===== config.mk =====
export PLATFORM = sky130hd
export DESIGN_NAME = serial_subtractor
export DESIGN_NICKNAME = d
export VERILOG_FILES = /design/src/rtl/serial_subtractor.sv
export SDC_FILE = /design/constraint.sdc
export NUM_CORES = 1
export LEC_CHECK = 0
export ABC_AREA = 1
export ABC_CLOCK_PERIOD_IN_PS = 1400
export CAP_MARGIN = 20
export CORE_UTILIZATION = 25
export DETAILED_ROUTE_END_ITERATION = 10
export GPL_TIMING_DRIVEN = 0
export PLACE_DENSITY_LB_ADDON = 0.25
export SLEW_MARGIN = 25
export SYNTH_ARGS = -nofsm -noshare
export SYNTH_HDL_FRONTEND = slang
export SYNTH_SLANG_ARGS = --single-unit

===== constraint.sdc =====
create_clock -name clk -period 1.4 [get_ports clk]
set_clock_uncertainty 0.1 [all_clocks]
set_input_delay 0.21 -clock clk [delete_from_list [all_inputs] [get_ports clk]]
set_output_delay 0.21 -clock clk [all_outputs]
set_load 0.03 [all_outputs]

===== src/rtl/serial_subtractor.sv =====
// -----------------------------------------------------------------------------
// serial_subtractor
//
// Purpose:
//   Bit-serial unsigned subtractor. It computes diff = a - b over WIDTH clock
//   cycles, one bit per cycle, starting with the LSB.
//   Each bit is resolved by two cascaded half-subtractor stages:
//     - the first stage takes the operand bits;
//     - the second stage takes the incoming borrow.
//   The two stage borrows are ORed together. A borrow flip-flop carries the
//   result from one bit to the next.
//
// Ports:
//   clk     in   1      single clock, rising edge
//   rst     in   1      synchronous, active-high reset (priority over all)
//   start   in   1      operation request, sampled only while idle
//   a       in   WIDTH  minuend, captured on the accepting edge
//   b       in   WIDTH  subtrahend, captured on the accepting edge
//   busy    out  1      high while an operation is in flight (SHIFT or DONE)
//   done    out  1      one-cycle pulse; diff/borrow are valid from this cycle
//   diff    out  WIDTH  (a - b) mod 2^WIDTH, held until the next completion
//   borrow  out  1      1 iff a < b (unsigned)
//
// Timing:
//   If start is accepted at edge E0, done is high between edge E0+WIDTH and
//   edge E0+WIDTH+1. The earliest next accept is at edge E0+WIDTH+2.
// -----------------------------------------------------------------------------
module serial_subtractor #(
    parameter int WIDTH = 8
) (
    input  logic             clk,
    input  logic             rst,
    input  logic             start,
    input  logic [WIDTH-1:0] a,
    input  logic [WIDTH-1:0] b,
    output logic             busy,
    output logic             done,
    output logic [WIDTH-1:0] diff,
    output logic             borrow
);

    localparam int CNT_W = (WIDTH > 2) ? $clog2(WIDTH) : 1;
    localparam logic [CNT_W-1:0] CNT_LAST = CNT_W'(WIDTH - 1);

    typedef enum logic [1:0] {
        IDLE  = 2'd0,
        SHIFT = 2'd1,
        DONE  = 2'd2
    } state_e;

    // Half-subtractor cell: returns {borrow, difference} for x - y.
    function automatic logic [1:0] half_sub(input logic x, input logic y);
        return {~x & y, x ^ y};
    endfunction

    state_e           state_q,  state_d;
    logic [WIDTH-1:0] a_sr_q,   a_sr_d;
    logic [WIDTH-1:0] b_sr_q,   b_sr_d;
    logic [WIDTH-1:0] res_sr_q, res_sr_d;
    logic             bin_q,    bin_d;
    logic [CNT_W-1:0] cnt_q,    cnt_d;
    logic [WIDTH-1:0] diff_q,   diff_d;
    logic             borrow_q, borrow_d;

    // Per-bit datapath: two half-subtractor stages plus an OR for the borrow.
    logic [1:0]       hs1, hs2;
    logic             bit_d, bit_bout;
    logic [WIDTH-1:0] res_next;

    always_comb begin
        hs1      = half_sub(a_sr_q[0], b_sr_q[0]);
        hs2      = half_sub(hs1[0], bin_q);
        bit_d    = hs2[0];
        bit_bout = hs1[1] | hs2[1];
        res_next = {bit_d, res_sr_q[WIDTH-1:1]};
    end

    always_comb begin
        // NOTE: every signal gets its hold value first so that no path through
        // the case statement leaves one unassigned (which would infer a latch).
        state_d  = state_q;
        a_sr_d   = a_sr_q;
        b_sr_d   = b_sr_q;
        res_sr_d = res_sr_q;
        bin_d    = bin_q;
        cnt_d    = cnt_q;
        diff_d   = diff_q;
        borrow_d = borrow_q;

        unique case (state_q)
            IDLE: begin
                if (start) begin
                    a_sr_d   = a;
                    b_sr_d   = b;
                    res_sr_d = '0;
                    bin_d    = 1'b0;
                    cnt_d    = '0;
                    state_d  = SHIFT;
                end
            end
            SHIFT: begin
                a_sr_d   = a_sr_q >> 1;
                b_sr_d   = b_sr_q >> 1;
                res_sr_d = res_next;
                bin_d    = bit_bout;
                cnt_d    = cnt_q + CNT_W'(1);
                // The last bit is being resolved this cycle. Publish the full
                // vector straight from the datapath, so the result does not lag
                // one cycle behind res_sr.
                if (cnt_q == CNT_LAST) begin
                    diff_d   = res_next;
                    borrow_d = bit_bout;
                    state_d  = DONE;
                end
            end
            DONE: begin
                state_d = IDLE;
            end
            default: begin
                state_d = IDLE;
            end
        endcase
    end

    // NOTE: sequential state uses non-blocking assignments only, so every
    // register samples the pre-edge values regardless of statement order.
    always_ff @(posedge clk) begin
        if (rst) begin
            state_q  <= IDLE;
            a_sr_q   <= '0;
            b_sr_q   <= '0;
            res_sr_q <= '0;
            bin_q    <= 1'b0;
            cnt_q    <= '0;
            diff_q   <= '0;
            borrow_q <= 1'b0;
        end else begin
            state_q  <= state_d;
            a_sr_q   <= a_sr_d;
            b_sr_q   <= b_sr_d;
            res_sr_q <= res_sr_d;
            bin_q    <= bin_d;
            cnt_q    <= cnt_d;
            diff_q   <= diff_d;
            borrow_q <= borrow_d;
        end
    end

    // Status outputs decode the state register directly, so no input reaches
    // an output combinationally.
    assign busy   = (state_q != IDLE);
    assign done   = (state_q == DONE);
    assign diff   = diff_q;
    assign borrow = borrow_q;

endmodule


==> flow_summary.toml, run 1 <==
[worst_setup_path]
crit_type = "reg2out"
crit_fanout = 6
arrival_ns = 1.12
cpMostUsedCell = "buf_6"
critPathSlowestCell = "dfxtp_2"
crit_chain = "buf_6 -> clkbuf_16 -> nor2_4 -> buf_6"
required_ns = 1.09
max_stage_delay_ns = 0.33
cp-start-kind = "register"
endpoint_kind = "primary output"

[clock_tree]
cts.sinks = 38
clk_pin_slew_worst_paths_ns = 0.07
cts_tree = "built"
cts_buffers = 5
clock_path_buffers = 2
cts_root_buf = "clkbuf_8"
cts_max_level = 2
insertion_delay_ns = 0.29

[place]
dp_hpwl_mm = 2.73
io_buffers = 28
pre_cts_ws_ns = -0.472
dpl_cell_area_um2 = 2060
gp_congestion = 0.742

[yosys]
synth_area_um2 = 1680
synth_cell_types = 17
syn-num-nets = 272
ys_ff_latch = 38
yosys_warnings = 0
yosysSeqAreaShare_pct = 45.3
avgSynthCellArea_um2 = 6.72
syn_inst = 250

[timing]
setup_slack_ns = -0.0256
fmax_mhz = 701
whs_ns = 0.103
slew_headroom_pct = 67.7
tightest_slew_ns = 0.484
layout_min_cycle_time_ns = 1.43
hold_viol = 0
tns_ns = -0.0256
finalCritPeriodShare_pct = 102
rsz0062_at_grt = "true"
drv_slew = 0
setup_viol = 1

[floorplanning]
floorplan.die_area_um2 = 7050
start_util_pct = 26.1
coreArea_um2 = 6420
ios = 30
die_w_um = 84.0
rows = 29
die_height_um = 84.0

[detailed_routing]
routed_wl_mm = 4.21
drtAntennaViolNets = 0
routed-wl-met2_mm = 1.87
top_layer = "met4"
drtIter0Drc = 133
post-route-drc-count = 10
avgViaCountPerCell = 4.26
wl_met1_mm = 2.10
via_count = 1577
firstDrtPassIters = 8
route.met3.wl_um = 209
wl_per_cell_um = 11.4

[power]
clock_power_share_pct = 37.9
p_seq_share_pct = 47.7
intPower_mw = 1.82
ir_worst_vdd_uv = 581
power.density_nw_per_um2 = 1050
swShare_pct = 24.4
leakage_nw = 1.10
p_comb_share_pct = 14.4
p_switching_mw = 0.586

[layout]
fin_nets = 314
area_delta_synth_final_pct = 36.3
final_util_pct = 35.6
postLayoutCellArea_um2 = 2290
drive_gt1_share_pct = 15.0
diodes = 0

[status]
outcome = "finished, violations left"
violations = "design-rule violations, negative setup slack"

[global_routing]
grt_max_degree = 15
antenna_found_initial = 0
grt-ovfl-total = 0
grt_pass1_wl_mm = 7.03
grt_pass1_vias = 1484
grt_usage_pct = 12.7

[job]
drv_cap = 0

[worst_hold_path]
hp-class = "in2reg"
[stage by stage]
step	instances	total power [mW]
after floorplan	250	1.37
after global placement	355	1.48
after detailed placement	355	1.49
after CTS	363	2.42
after global routing	370	2.54
final	370	2.41
[worst paths after layout]
path / from / end / slack, ns / cells after the start
max: state_q[0] / done / -0.03 / 4
min reg2reg: bin_q / bin_q / 0.36 / 2
max reg2reg: cnt_q[0] / diff[0] / 0.06 / 7
min: rst / cnt_q[1] / 0.10 / 2
[power groups by stage]
stage          sequential [mW]  combinational (mW)  clock [mW]
2_1_floorplan             1.17               0.205           0
3_3_place_gp              1.17               0.312           0
3_5_place_dp              1.17               0.313           0
4_1_cts                   1.15               0.327       0.940
5_1_grt                   1.15               0.394       0.993
6_report                  1.15               0.347       0.912
[metal layers]
metal / up-vias / GRT usage [%]
met3: 4 / 4.06
met5: - / 0
met1: 698 / 16.0
met4: 0 / 2.82
li1: 835 / -
met2: 40 / 21.0
[synth_stat cells]
| master | n | area [um^2] |
|---|---|---|
| a21oi_1 | 24 | 120 |
| buf_2 | 6 | 30.0 |
| buf_4 | 4 | 30.0 |
| clkbuf_1 | 2 | 7.51 |
| dfxtp_1 | 38 | 761 |
| fa_1 | 1 | 20.0 |
| ha_1 | 2 | 25.0 |
| inv_1 | 33 | 124 |
| inv_2 | 1 | 3.75 |
| nand2_1 | 83 | 312 |
| nand2_2 | 1 | 6.26 |
| nand3_1 | 5 | 25.0 |
| nor2_1 | 38 | 143 |
| nor2_2 | 1 | 6.26 |
| nor3_1 | 1 | 5.00 |
| o21ai_0 | 9 | 45.0 |
| o21ai_4 | 1 | 16.3 |
[logic make-up (layout without fill, tap and decap cells)]
kind of cell    count (synthesis)  in the layout  share of synthesized area, %
simple gates                  129            130                          29.6
buf+inv                        46             88                          11.6
flops                          38             38                          45.3
compound gates                 34             34                          10.8
fa+ha+maj                       3              3                          2.68
[worst max-delay path: cells and delay by family, from the launching register on]
kind / cells / cell delay, ns
and+or+nand+nor: 1 / 0.08
buffers and inverters: 3 / 0.42
DFF: 1 / 0.33
[sequential cells by signal, indices dropped and copies added (netlist names)]
register,flops
a_sr_q,8
b_sr_q,8
bin_q,1
borrow,1
cnt_q,3
diff,8
res_sr_q,7
state_q,2
[final cells by class]
class | instances | area [um^2]
plain buffers | 11 | 90.1
clock buffers | 7 | 76.3
clock inverters | 1 | 30.0
fillers | 705 | 4130
inverters | 34 | 130
multi-input cells | 167 | 778
flip-flops and latches | 38 | 768
well taps | 77 | 96.3
repair buffers | 35 | 319
[what timing repair did]
action,in CTS,in global routing
cloned,1,1
hold buffers,0,0
gates resized for setup,36,16
buffers inserted,0,6
setup endpoints to repair,22,32
pin swaps,1,2
[cells in the final DEF, fill, tap and decap left out, drive strengths merged]
cell type and n:
inv 34, nor2 39, clkbuf 10, nor3 1
clkdlybuf4s15 1, fa 1, a21oi 24, clkdlybuf4s50 17
dlygate4sd2 8, nand3 5, nand2 85, buf 17
o21ai 10, ha 2, dfxtp 38, bufinv 1
(Power assumes the default switching activity.)
==> inputs of run 2 (changes only) <==
- CORE_ASPECT_RATIO: not set -> 0.9
- CORE_MARGIN: not set -> 2
==> run 2 against run 1 <==
  * The run ends with negative setup slack left
  * Wire length grew 1.6%
  * Register-to-register slack improved by 0.02 ns
  * Core utilization down 0.76 points
  * Die area grew 4.8%
  * Critical path type unchanged
==> flow_summary.toml, run 2 (synthesis gave the netlist of run 1 again) <==
[clock_tree]
ctsHoldBuffers = 0
cts_root_buf = "clkbuf_8"
clock_path_buffers = 2
cts_buffers = 5
cts_max_level = 2
cts.sinks = 38
cts_tree = "built"
insertion_delay_ns = 0.29
clk_pin_slew_worst_paths_ns = 0.08

[place]
dp_hpwl_mm = 2.76
io_buffers = 28
pre_cts_ws_ns = -0.477
gp_congestion = 0.782

[timing]
tightest_slew_ns = 0.510
setup_viol = 1
whs_ns = 0.101
slew_headroom_pct = 66.0
hold_viol = 0
finalCritPeriodShare_pct = 101
rsz0062_at_grt = "true"
drv_slew = 0
setup_slack_ns = -0.00757
layout_min_cycle_time_ns = 1.41
tns_ns = -0.00757
fmax_mhz = 710

[floorplanning]
floorplan.die_area_um2 = 7390
die_w_um = 90.4
rows = 28
die_height_um = 81.7
start_util_pct = 25.6
coreArea_um2 = 6550
ios = 30

[power]
leakage_nw = 1.10
power.density_nw_per_um2 = 1000
ir_worst_vdd_uv = 568
p_total_mw = 2.28

[global_routing]
antenna_found_initial = 0
met1_usage_pct = 15.4
grt_max_degree = 13
use_met3_pct = 3.21
grt_usage_pct = 12.1
grt_pass1_vias = 1554
met2_usage_pct = 20.2
grt_pass1_wl_mm = 7.15
grt-ovfl-total = 0
top_usage_layer = "met2"

[layout]
final_common_cell = "nand2_1"
drive_gt1_share_pct = 14.4
diodes = 0
fillers = 711
area_delta_synth_final_pct = 36.1
multi_input_area_um2 = 777
fin_nets = 313
final_cell_mix = "nand2_1 (81), nor2_1 (36), dfxtp_1 (35)"
register_area_um2 = 767

[worst_setup_path]
critPathSlowestCell = "dfxtp_2"
max_stage_delay_ns = 0.33
crit_type = "reg2out"
crit_chain = "buf_6 -> clkbuf_16 -> nor2_4 -> buf_6"
cp-start-kind = "register"
endpoint_kind = "primary output"
cpMostUsedCell = "buf_6"
arrival_ns = 1.10
required_ns = 1.09
crit_fanout = 5

[detailed_routing]
drtAntennaViolNets = 0
wl_per_cell_um = 11.2
firstDrtPassIters = 4
drtIter0Drc = 68
via_count = 1584
post-route-drc-count = 0
avgViaCountPerCell = 4.15
routed_wl_mm = 4.28

[job]
drv_cap = 0

[status]
violations = "negative setup slack"
outcome = "finished, violations left"

[worst_hold_path]
hp-class = "in2reg"
run 2: power breakdown:
part	switching, mW	internal, mW	total [mW]
sequential	0.0197	1.13	1.15
combinational	0.187	0.156	0.343
clock	0.397	0.396	0.793
total	0.604	1.68	2.28
run 2: area by class of cell:
type                            count  area share [%]
Multi-Input combinational cell    168            34.0
Buffer                             12            4.44
Sequential cell                    38            33.6
Clock inverter                      2           0.548
Inverter                           34            5.81
Timing Repair Buffer               32            13.1
Tap cell                           90            4.93
Clock buffer                        6            3.61
run 2: what timing repair did:
item                                    4_1_cts  5_1_grt
setup buffers                                 0        3
resized for setup                            35       17
gates cloned                                  0        3
endpoints found under the setup margin       22       25
pin swaps                                     0        3
run 2: worst paths after layout:
kind / from / end / slack, ns / cells past startpoint
worst max-delay path: state_q[0] / done / -0.008 / 4
worst min-delay path: rst / res_sr_q[3] / 0.10 / 2
worst max register to register: cnt_q[1] / borrow / 0.08 / 6
worst min register to register: a_sr_q[7] / a_sr_q[7] / 0.36 / 2
run 2: critical path, delay by kind of cell, from the launching register on:
family        cells  cell delay, ns
buf+inv           3            0.40
flops             1            0.33
simple gates      1            0.07
run 2: per-layer routing:
layer,vias up,part of all wire [%]
li1,835,-
met1,710,51
met2,34,43
met3,5,4.8
met4,0,0.84
met5,-,0
run 2: through the flow:
step	utilization (%)	cell area, um^2	instances
after floorplan	-	1680	250
after global placement	31.6	2070	368
after detailed placement	31.6	2070	368
after CTS	33.7	2210	376
after global routing	34.9	2280	382
final	34.9	2280	382
==> inputs of run 3 (changes only) <==
- SLEW_MARGIN: 25 -> 20
==> results of run 3 <==
Same layout as run 2: the final DEF is identical, and so are final timing and power.
